--- config.mk ---
export PLATFORM = sky130hd
export DESIGN_NAME = imem_loader
export DESIGN_NICKNAME = d
export VERILOG_FILES = /design/src/rtl/imem_loader_pkg.sv /design/src/rtl/byte_word_assembler.sv /design/src/rtl/imem_loader.sv
export SDC_FILE = /design/constraint.sdc
export NUM_CORES = 1
export LEC_CHECK = 0
export ABC_AREA = 1
export CAP_MARGIN = 20
export CORE_ASPECT_RATIO = 0.9
export CORE_MARGIN = 2
export CORE_UTILIZATION = 39
export DETAILED_ROUTE_END_ITERATION = 16
export PLACE_DENSITY_LB_ADDON = 0.1
export SLEW_MARGIN = 20
export SYNTH_ARGS = -nofsm -noshare
export SYNTH_HDL_FRONTEND = slang
export SYNTH_HIERARCHICAL = 1
export SYNTH_SLANG_ARGS = --single-unit
--- constraint.sdc ---
create_clock -name clk -period 2.9 [get_ports clk]
set_clock_uncertainty 0.15 [all_clocks]
set_input_delay 0.29 -clock clk [delete_from_list [all_inputs] [get_ports clk]]
set_output_delay 0.29 -clock clk [all_outputs]
set_load 0.01 [all_outputs]
--- src/rtl/imem_loader_pkg.sv ---
// Shared types and widths for the boot-time instruction memory loader.
package imem_loader_pkg;

  localparam int unsigned BYTE_W = 8;
  localparam int unsigned WORD_W = 32;
  localparam int unsigned ADDR_W = 64;
  localparam int unsigned CNT_W  = 16;

  typedef enum logic [2:0] {
    ST_LEN0  = 3'd0,
    ST_LEN1  = 3'd1,
    ST_DATA  = 3'd2,
    ST_WRITE = 3'd3,
    ST_CHECK = 3'd4,
    ST_DONE  = 3'd5,
    ST_ERROR = 3'd6
  } state_t;

endpackage

--- src/rtl/byte_word_assembler.sv ---
// Little-endian 8->32 assembler: collects three bytes, presents the full word
// combinationally alongside the fourth byte so the caller can register it.
module byte_word_assembler
  import imem_loader_pkg::*;
(
  input  logic              clk,
  input  logic              rst_n,
  input  logic              clr,
  input  logic              en,
  input  logic [BYTE_W-1:0] data,
  output logic [WORD_W-1:0] word_c,
  output logic              word_valid_c
);

  logic [WORD_W-BYTE_W-1:0] shreg;
  logic [1:0]               idx;

  always_ff @(posedge clk or negedge rst_n) begin
    if (!rst_n) begin
      shreg <= '0;
      idx   <= '0;
    end else if (clr) begin
      shreg <= '0;
      idx   <= '0;
    end else if (en) begin
      shreg <= {data, shreg[WORD_W-BYTE_W-1:BYTE_W]};
      idx   <= idx + 2'd1;
    end
  end

  assign word_c       = {data, shreg};
  assign word_valid_c = en && (idx == 2'd3);

endmodule

--- src/rtl/imem_loader.sv ---
// Frames a byte stream into instruction words, writes them to the IM load
// port and holds the core frozen until the image checksum is verified.
module imem_loader
  import imem_loader_pkg::*;
#(
  parameter logic [63:0] BASE_ADDR = 64'd0,
  parameter int unsigned MAX_WORDS = 1024
) (
  input  logic              clk,
  input  logic              rst_n,
  input  logic              rx_valid,
  input  logic [BYTE_W-1:0] rx_data,
  output logic              rx_ready,
  input  logic              reload,
  output logic              in_enable,
  output logic              instr_we,
  output logic [WORD_W-1:0] in_instruc,
  output logic [ADDR_W-1:0] Addr,
  output logic              done,
  output logic              err,
  output logic [CNT_W-1:0]  words_loaded
);

  state_t             state, state_next;
  logic [BYTE_W-1:0]  csum;
  logic [BYTE_W-1:0]  len_lo;
  logic [CNT_W-1:0]   n_words;
  logic [CNT_W-1:0]   len_c;
  logic               take_c;
  logic               clr_c;
  logic               wr_load_c;
  logic               inc_c;
  logic               asm_en_c;
  logic [WORD_W-1:0]  word_c;
  logic               word_valid_c;

  assign take_c   = rx_valid && rx_ready;
  assign asm_en_c = take_c && (state == ST_DATA);
  assign len_c    = {rx_data, len_lo};

  byte_word_assembler u_asm (
    .clk          (clk),
    .rst_n        (rst_n),
    .clr          (clr_c),
    .en           (asm_en_c),
    .data         (rx_data),
    .word_c       (word_c),
    .word_valid_c (word_valid_c)
  );

  // Next-state and datapath enables.
  always_comb begin
    state_next = state;
    clr_c      = 1'b0;
    wr_load_c  = 1'b0;
    inc_c      = 1'b0;
    case (state)
      ST_LEN0: if (take_c) state_next = ST_LEN1;
      ST_LEN1: begin
        if (take_c) begin
          if (32'(len_c) > MAX_WORDS)  state_next = ST_ERROR;
          else if (len_c == '0)        state_next = ST_CHECK;
          else                         state_next = ST_DATA;
        end
      end
      ST_DATA: begin
        if (word_valid_c) begin
          wr_load_c  = 1'b1;
          state_next = ST_WRITE;
        end
      end
      ST_WRITE: begin
        inc_c = 1'b1;
        if (CNT_W'(words_loaded + 16'd1) == n_words) state_next = ST_CHECK;
        else                                         state_next = ST_DATA;
      end
      ST_CHECK: begin
        if (take_c) state_next = (rx_data == csum) ? ST_DONE : ST_ERROR;
      end
      ST_DONE, ST_ERROR: begin
        if (reload) begin
          clr_c      = 1'b1;
          state_next = ST_LEN0;
        end
      end
      default: state_next = ST_LEN0;
    endcase
  end

  // State, datapath and outputs registered from the next state.
  always_ff @(posedge clk or negedge rst_n) begin
    if (!rst_n) begin
      state        <= ST_LEN0;
      csum         <= '0;
      len_lo       <= '0;
      n_words      <= '0;
      rx_ready     <= 1'b1;
      in_enable    <= 1'b1;
      instr_we     <= 1'b0;
      in_instruc   <= '0;
      Addr         <= BASE_ADDR;
      done         <= 1'b0;
      err          <= 1'b0;
      words_loaded <= '0;
    end else begin
      state <= state_next;
      if (clr_c) begin
        csum         <= '0;
        words_loaded <= '0;
        Addr         <= BASE_ADDR;
      end else begin
        if (take_c && (state inside {ST_LEN0, ST_LEN1, ST_DATA})) csum <= csum ^ rx_data;
        if (inc_c) words_loaded <= CNT_W'(words_loaded + 16'd1);
        if (wr_load_c) begin
          in_instruc <= word_c;
          Addr       <= BASE_ADDR + ADDR_W'({words_loaded, 2'b00});
        end
      end
      if (take_c && state == ST_LEN0) len_lo  <= rx_data;
      if (take_c && state == ST_LEN1) n_words <= len_c;
      rx_ready  <= state_next inside {ST_LEN0, ST_LEN1, ST_DATA, ST_CHECK};
      in_enable <= (state_next != ST_DONE);
      instr_we  <= (state_next == ST_WRITE);
      done      <= (state_next == ST_DONE);
      err       <= (state_next == ST_ERROR);
    end
  end

endmodule

==> results of run 1 <==
## worst paths after layout
kind,depth (start not counted),startpoint,to,slack (ps)
min in group clk,2,u_asm/shreg[4],in_instruc[4],320
hold reg to reg,2,u_asm/shreg[4],in_instruc[4],320
hold / removal,2,rst_n,Addr[9],310
setup reg to reg,13,words_loaded[0],err,520
max in group asynchronous,3,rst_n,in_enable,1390
setup / recovery,13,words_loaded[0],err,520
## layout by cell type (no fill, tap or decap), types with 2 or more instances in the layout
| cell | instances |
|---|---|
| a21oi_1 | 7 |
| buf_4 | 11 |
| bufinv_16 | 2 |
| clkbuf_1 | 3 |
| clkbuf_16 | 17 |
| clkbuf_8 | 5 |
| clkdlybuf4s50_1 | 79 |
| clkinv_2 | 3 |
| conb_1 | 48 |
| dfrtp_1 | 128 |
| dfstp_2 | 2 |
| ha_1 | 2 |
| inv_1 | 59 |
| inv_2 | 2 |
| nand2_1 | 286 |
| nand2_2 | 8 |
| nand3_1 | 59 |
| nand3_2 | 22 |
| nand3b_1 | 4 |
| nand4_1 | 11 |
| nor2_1 | 40 |
| nor2_2 | 3 |
| nor2_4 | 5 |
| nor3_1 | 3 |
| o21ai_0 | 45 |
| o22ai_1 | 10 |
| xnor2_1 | 4 |
| xnor3_1 | 2 |
| xor2_1 | 6 |
## state kept, by name, summed over array words and instances (netlist names)
| signal | flops |
|---|---|
| in_instruc | 32 |
| u_asm/shreg | 24 |
| Addr | 16 |
| n_words | 16 |
| words_loaded | 16 |
| csum | 8 |
| len_lo | 8 |
| state | 3 |
| u_asm/idx | 2 |
| done | 1 |
| err | 1 |
| in_enable | 1 |
| instr_we | 1 |
| rx_ready | 1 |
## what timing repair did
item,in CTS,in global routing
endpoints found under the hold margin,47,0
gates resized for setup,0,0
setup buffers,0,0
hold buffers,1,0
## metal layers
layer	up-vias	wire, um
met5	-	0
met4	0	193
met3	22	862
met2	170	7180
met1	2526	8020
li1	2588	-
## worst max-delay path: stages, from the launching register on
cell     delay (ps)
dfrtp_1         450
ha_1            240
nand3_1         150
nor2_1          260
nand4_1         150
nand2_1         120
nand2_1          50
nand2_1          60
nand3_1          90
nor2_1          130
nand4_1         180
nand3_2         130
inv_2            50
nor2_2          100
## cell families (layout without fill, tap and decap cells)
logic type,count (synthesis),after routing,share of synthesized area
compound gates,66,66,0.0535
xor+xnor,12,12,0.0202
fa+ha+maj,2,2,0.00381
buf+inv,144,185,0.123
flops,130,130,0.495
other cells,1,48,0.000570
simple gates,444,444,0.304
## cell type report
cell class | count | area [um2] | share of cell area
repair buffers | 92 | 903 | 0.114
clock inverters | 5 | 75.1 | 0.00945
well taps | 211 | 264 | 0.0332
multi-input cells | 572 | 2700 | 0.340
inverters | 63 | 239 | 0.0301
flip-flops and latches | 130 | 3260 | 0.410
clock buffers | 25 | 505 | 0.0636
## metrics by stage
step | cells | hold WS [ps]
final | 1098 | 315
after detailed placement | 1067 | 230
after CTS | 1098 | 323
after global routing | 1098 | 348
after global placement | 1067 | 217
after floorplan | 846 | -156
## power groups by stage
stage | clock network (mW) | logic, mW | registers [mW]
2_1_floorplan | 0 | 1.78 | 3.09
3_3_place_gp | 0 | 2.91 | 3.06
3_5_place_dp | 0 | 2.95 | 3.08
4_1_cts | 2.15 | 2.98 | 3.06
5_1_grt | 2.25 | 3.36 | 3.15
6_report | 2.10 | 2.96 | 3.06
==> flow_summary.ini, run 1 <==
[timing]
tns_ps = 0
setup_violations = 0
clock.fmax_ghz = 0.421
worst_pin_slew_ps = 715
finalCritPeriodShare = 0.820
hold_viol_final = 0
maxSlewViolCount = 0
slew_headroom = 0.523
setup_slack_ps = 522
period_minus_slack_ps = 2380
rsz0062_at_grt = false

[global_routing]
grt_pass1_wl_um = 27500
grt_use_met3 = 0.0476
grt_pass1_vias = 5344
grtUsageMet2 = 0.294
grt_max_degree = 65
grtUsageTotal = 0.193
grt_antenna_before_repair = 0
gr-total-overflow = 0
grt-busiest-layer = met2
met1_usage = 0.278

[power]
power_mw = 8.12
vdd_drop_max_mv = 0.564
internal_power_mw = 5.16
pwr-share-comb = 0.364
power.clock.fraction = 0.259
switchingPower_mw = 2.96
seqPwrFrac = 0.377
leakage_nw = 3.93
p_per_area_nw_per_um2 = 1020
swShare = 0.365

[floorplan]
fp.dieArea_um2 = 17900
core_area_um2 = 16700
initial_utilization = 0.395
rows = 45
io_pins = 129
die_h_um = 127
dieWidth_um = 141

[placement]
dpl-instance-area_um2 = 7350
globalplace.congestion = 0.900
pre_cts_slack_ps = 394
dp_hpwl_um = 11500
io_buffers = 80

[cells_and_area]
antenna_cells = 0
layout-drive-gt1-share = 0.0947
nNetsFinal = 890
nFillCells = 1612
final_core_util = 0.477
fin_area_um2 = 7940
areaGrowthSynthToFinish_pct = 20.8

[routing]
via_per_inst = 4.83
wl_um = 16300
drtIter0Drc = 350
drc = 0
avgRoutedWirePerCell_um = 14.8
final_antenna_net_count = 0
dr.pass1.iters = 5
vias = 5306

[worst_setup_path]
path_class = flip-flop to flip-flop
startpoint_type = flip-flop
cp_max_fo = 7
required_ps = 3090
endpoint_kind = flip-flop
cp.arrival_ps = 2560

[clocking]
cts_buffers = 17
cts_tree = yes
root_buffer = clkbuf_16
htree_levels = 4
cts_sinks = 130
cts_max_path_buffers = 2
insertion_delay_ps = 410
clkTransAtPathRegs_ps = 50

[synthesis]
ys_seq_area_frac = 0.495
yosys-top-cells-count = nand2_1, dfrtp_1, nand3_1
ys_async_sr_fraction = 1.00
ys_types = 36
syn_inst = 799
ys.flop_type = dfrtp_1
synth.cell_area_um2 = 6580
synth_area_leader_cell = dfrtp_1
synth_most_common_cell = nand2_1
synth-seq-cells = 130
synth_area_leaders = dfrtp_1, nand2_1, buf_4, nand3_1, o21ai_0
synth_edf_count = 0
yosys_warnings = 6
synth_top_cell_area_share = 0.487
avgSynthCellArea_um2 = 8.23

[outcome]
status = completed

[worst_hold_path]
hold_path.class = primary input to async pin

[run]
drv_cap = 0
No activity file was read; power rests on OpenSTA's default activity.
==> run 2: changes to the inputs <==
==> constraint.sdc (replaced) <==
create_clock -name clk -period 2.45 [get_ports clk]
set_clock_uncertainty 0.15 [all_clocks]
set_input_delay 0.245 -clock clk [delete_from_list [all_inputs] [get_ports clk]]
set_output_delay 0.245 -clock clk [all_outputs]
set_load 0.01 [all_outputs]
==> flow_summary.ini, run 2 (synthesis gave the netlist of run 1 again) <==
[worst_setup_path]
critPathTopFamily = simple AND/OR/NAND/NOR gates
cp_cell_sequence = ha_4, nand2_2, nor2_4, buf_4, nand2_1, nand2_1, nand2_1, nand2_2, nand2_1, nor2_2, nand2_1, nor2_1, nand2_1, nand2_1, nand2_2, nand2_2, nand2_1, nand2_1
cp.arrival_ps = 2470
crit_path_top_delay_cell = dfrtp_1
cp_max_fo = 8
slowest_delay_ps = 390
cpMostUsedCell = nand2_1
path_class = flip-flop to flip-flop
endpoint_kind = flip-flop
startpoint_type = flip-flop
required_ps = 2650
path_buf_inv = 1

[routing]
avgRoutedWirePerCell_um = 14.3
via_per_inst = 4.78
final_antenna_net_count = 0
dr.pass1.iters = 6
wl_um = 15900
vias = 5316
drc = 0
drtIter0Drc = 457

[clocking]
htree_levels = 4
root_buffer = clkbuf_16
clkTransAtPathRegs_ps = 60
insertion_delay_ps = 410
cts_buffers = 17
cts_sinks = 130
cts_max_path_buffers = 2
cts_tree = yes

[global_routing]
grt_pass1_vias = 5170
grtUsageTotal = 0.185
grt_antenna_before_repair = 0
gr-total-overflow = 0
grt_max_degree = 79
grt_pass1_wl_um = 26000

[cells_and_area]
top_register = in_instruc
nNetsFinal = 902
final_common_cell = nand2_1
largest_reg_flops = 32
largestRegisters = in_instruc: 32 flops, u_asm/shreg: 24 flops
areaGrowthSynthToFinish_pct = 23.7
layout-drive-gt1-share = 0.114
nFillCells = 1594
final_cell_mix = nand2_1, dfrtp_1, clkdlybuf4s50_1
antenna_cells = 0
fin_cells = 1112
fin_area_um2 = 8140

[floorplan]
fp.dieArea_um2 = 17900
io_pins = 129
core_area_um2 = 16700
rows = 45
die_h_um = 127
dieWidth_um = 141
initial_utilization = 0.395

[power]
power_mw = 9.98
p_per_area_nw_per_um2 = 1230
vdd_drop_max_mv = 0.591
leakage_nw = 4.02

[placement]
io_buffers = 80
dp_hpwl_um = 11200
globalplace.congestion = 0.826
placedCellCount = 1077
dpl-instance-area_um2 = 7430

[run]
drv_cap = 0

[timing]
setup_violations = 0
finalCritPeriodShare = 0.924
worst_pin_slew_ps = 638
period_minus_slack_ps = 2260
rsz0062_at_grt = false
maxSlewViolCount = 0
hold_viol_final = 0
clock.fmax_ghz = 0.442
tns_ps = 0
slew_headroom = 0.575

[outcome]
status = completed

[worst_hold_path]
hold_path.class = primary input to async pin
==> run 2: cell count changes in the layout (fill, tap and decap cells not counted) <==
cell        delta
clkinv_2       -1
nor2_1         -3
ha_4           +1
ha_1           -1
clkbuf_8       -1
bufinv_16      +3
buf_4         +12
nor2_2         +3
clkinvlp_4     +2
clkbuf_1       -1
==> run 2: area by class of cell <==
cell class / count / area [um2] / area share
clock inverter: 9 / 175 / 0.0215
clock buffer: 23 / 488 / 0.0600
sequential: 130 / 3260 / 0.400
timing repair buffer: 104 / 993 / 0.122
multi-input combinational: 572 / 2720 / 0.334
inverter: 63 / 239 / 0.0294
tap: 211 / 264 / 0.0324
==> run 2: layer usage <==
| layer | part of all wire | GRT usage | vias to the layer above |
|---|---|---|---|
| li1 | - | - | 2622 |
| met1 | 0.50 | 0.268 | 2530 |
| met2 | 0.44 | 0.274 | 156 |
| met3 | 0.055 | 0.0480 | 8 |
| met4 | 0.0087 | 0.0553 | 0 |
| met5 | 0 | 0 | - |
==> run 2: worst paths after layout <==
check | from | end | slack [ps] | cells past startpoint
worst min-delay path | rst_n | Addr[10] | 190 | 2
worst min register to register | u_asm/shreg[1] | u_asm/shreg[1] | 320 | 2
worst max register to register | words_loaded[0] | rx_ready | 190 | 18
worst max-delay path | words_loaded[0] | rx_ready | 190 | 18
max in group asynchronous | rst_n | u_asm/shreg[5] | 1210 | 3
min in group clk | u_asm/shreg[1] | u_asm/shreg[1] | 320 | 2
==> run 2: power by group <==
group	internal [mW]	switching (mW)	total [mW]	leakage, nW
Combinational	1.57	1.98	3.55	1.99
Sequential	2.98	0.628	3.60	1.71
Clock	1.91	0.919	2.83	0.319
==> run 2: timing repair <==
| action | in CTS | in global routing |
|---|---|---|
| setup buffers | 0 | 2 |
| endpoints found under the hold margin | 28 | 0 |
| setup endpoints to repair | 0 | 4 |
| hold buffers | 1 | 0 |
| resized for setup | 0 | 5 |
==> run 2: through the flow <==
| step | utilization | worst slack (ps) | hold slack (ps) |
|---|---|---|---|
| after global routing | 0.488 | 10.3 | 220 |
| after detailed placement | 0.446 | 29.0 | 76.2 |
| after global placement | 0.446 | 15.1 | 76.8 |
| after CTS | 0.486 | 59.1 | 198 |
| after floorplan | - | 191 | -201 |
| final | 0.488 | 186 | 187 |
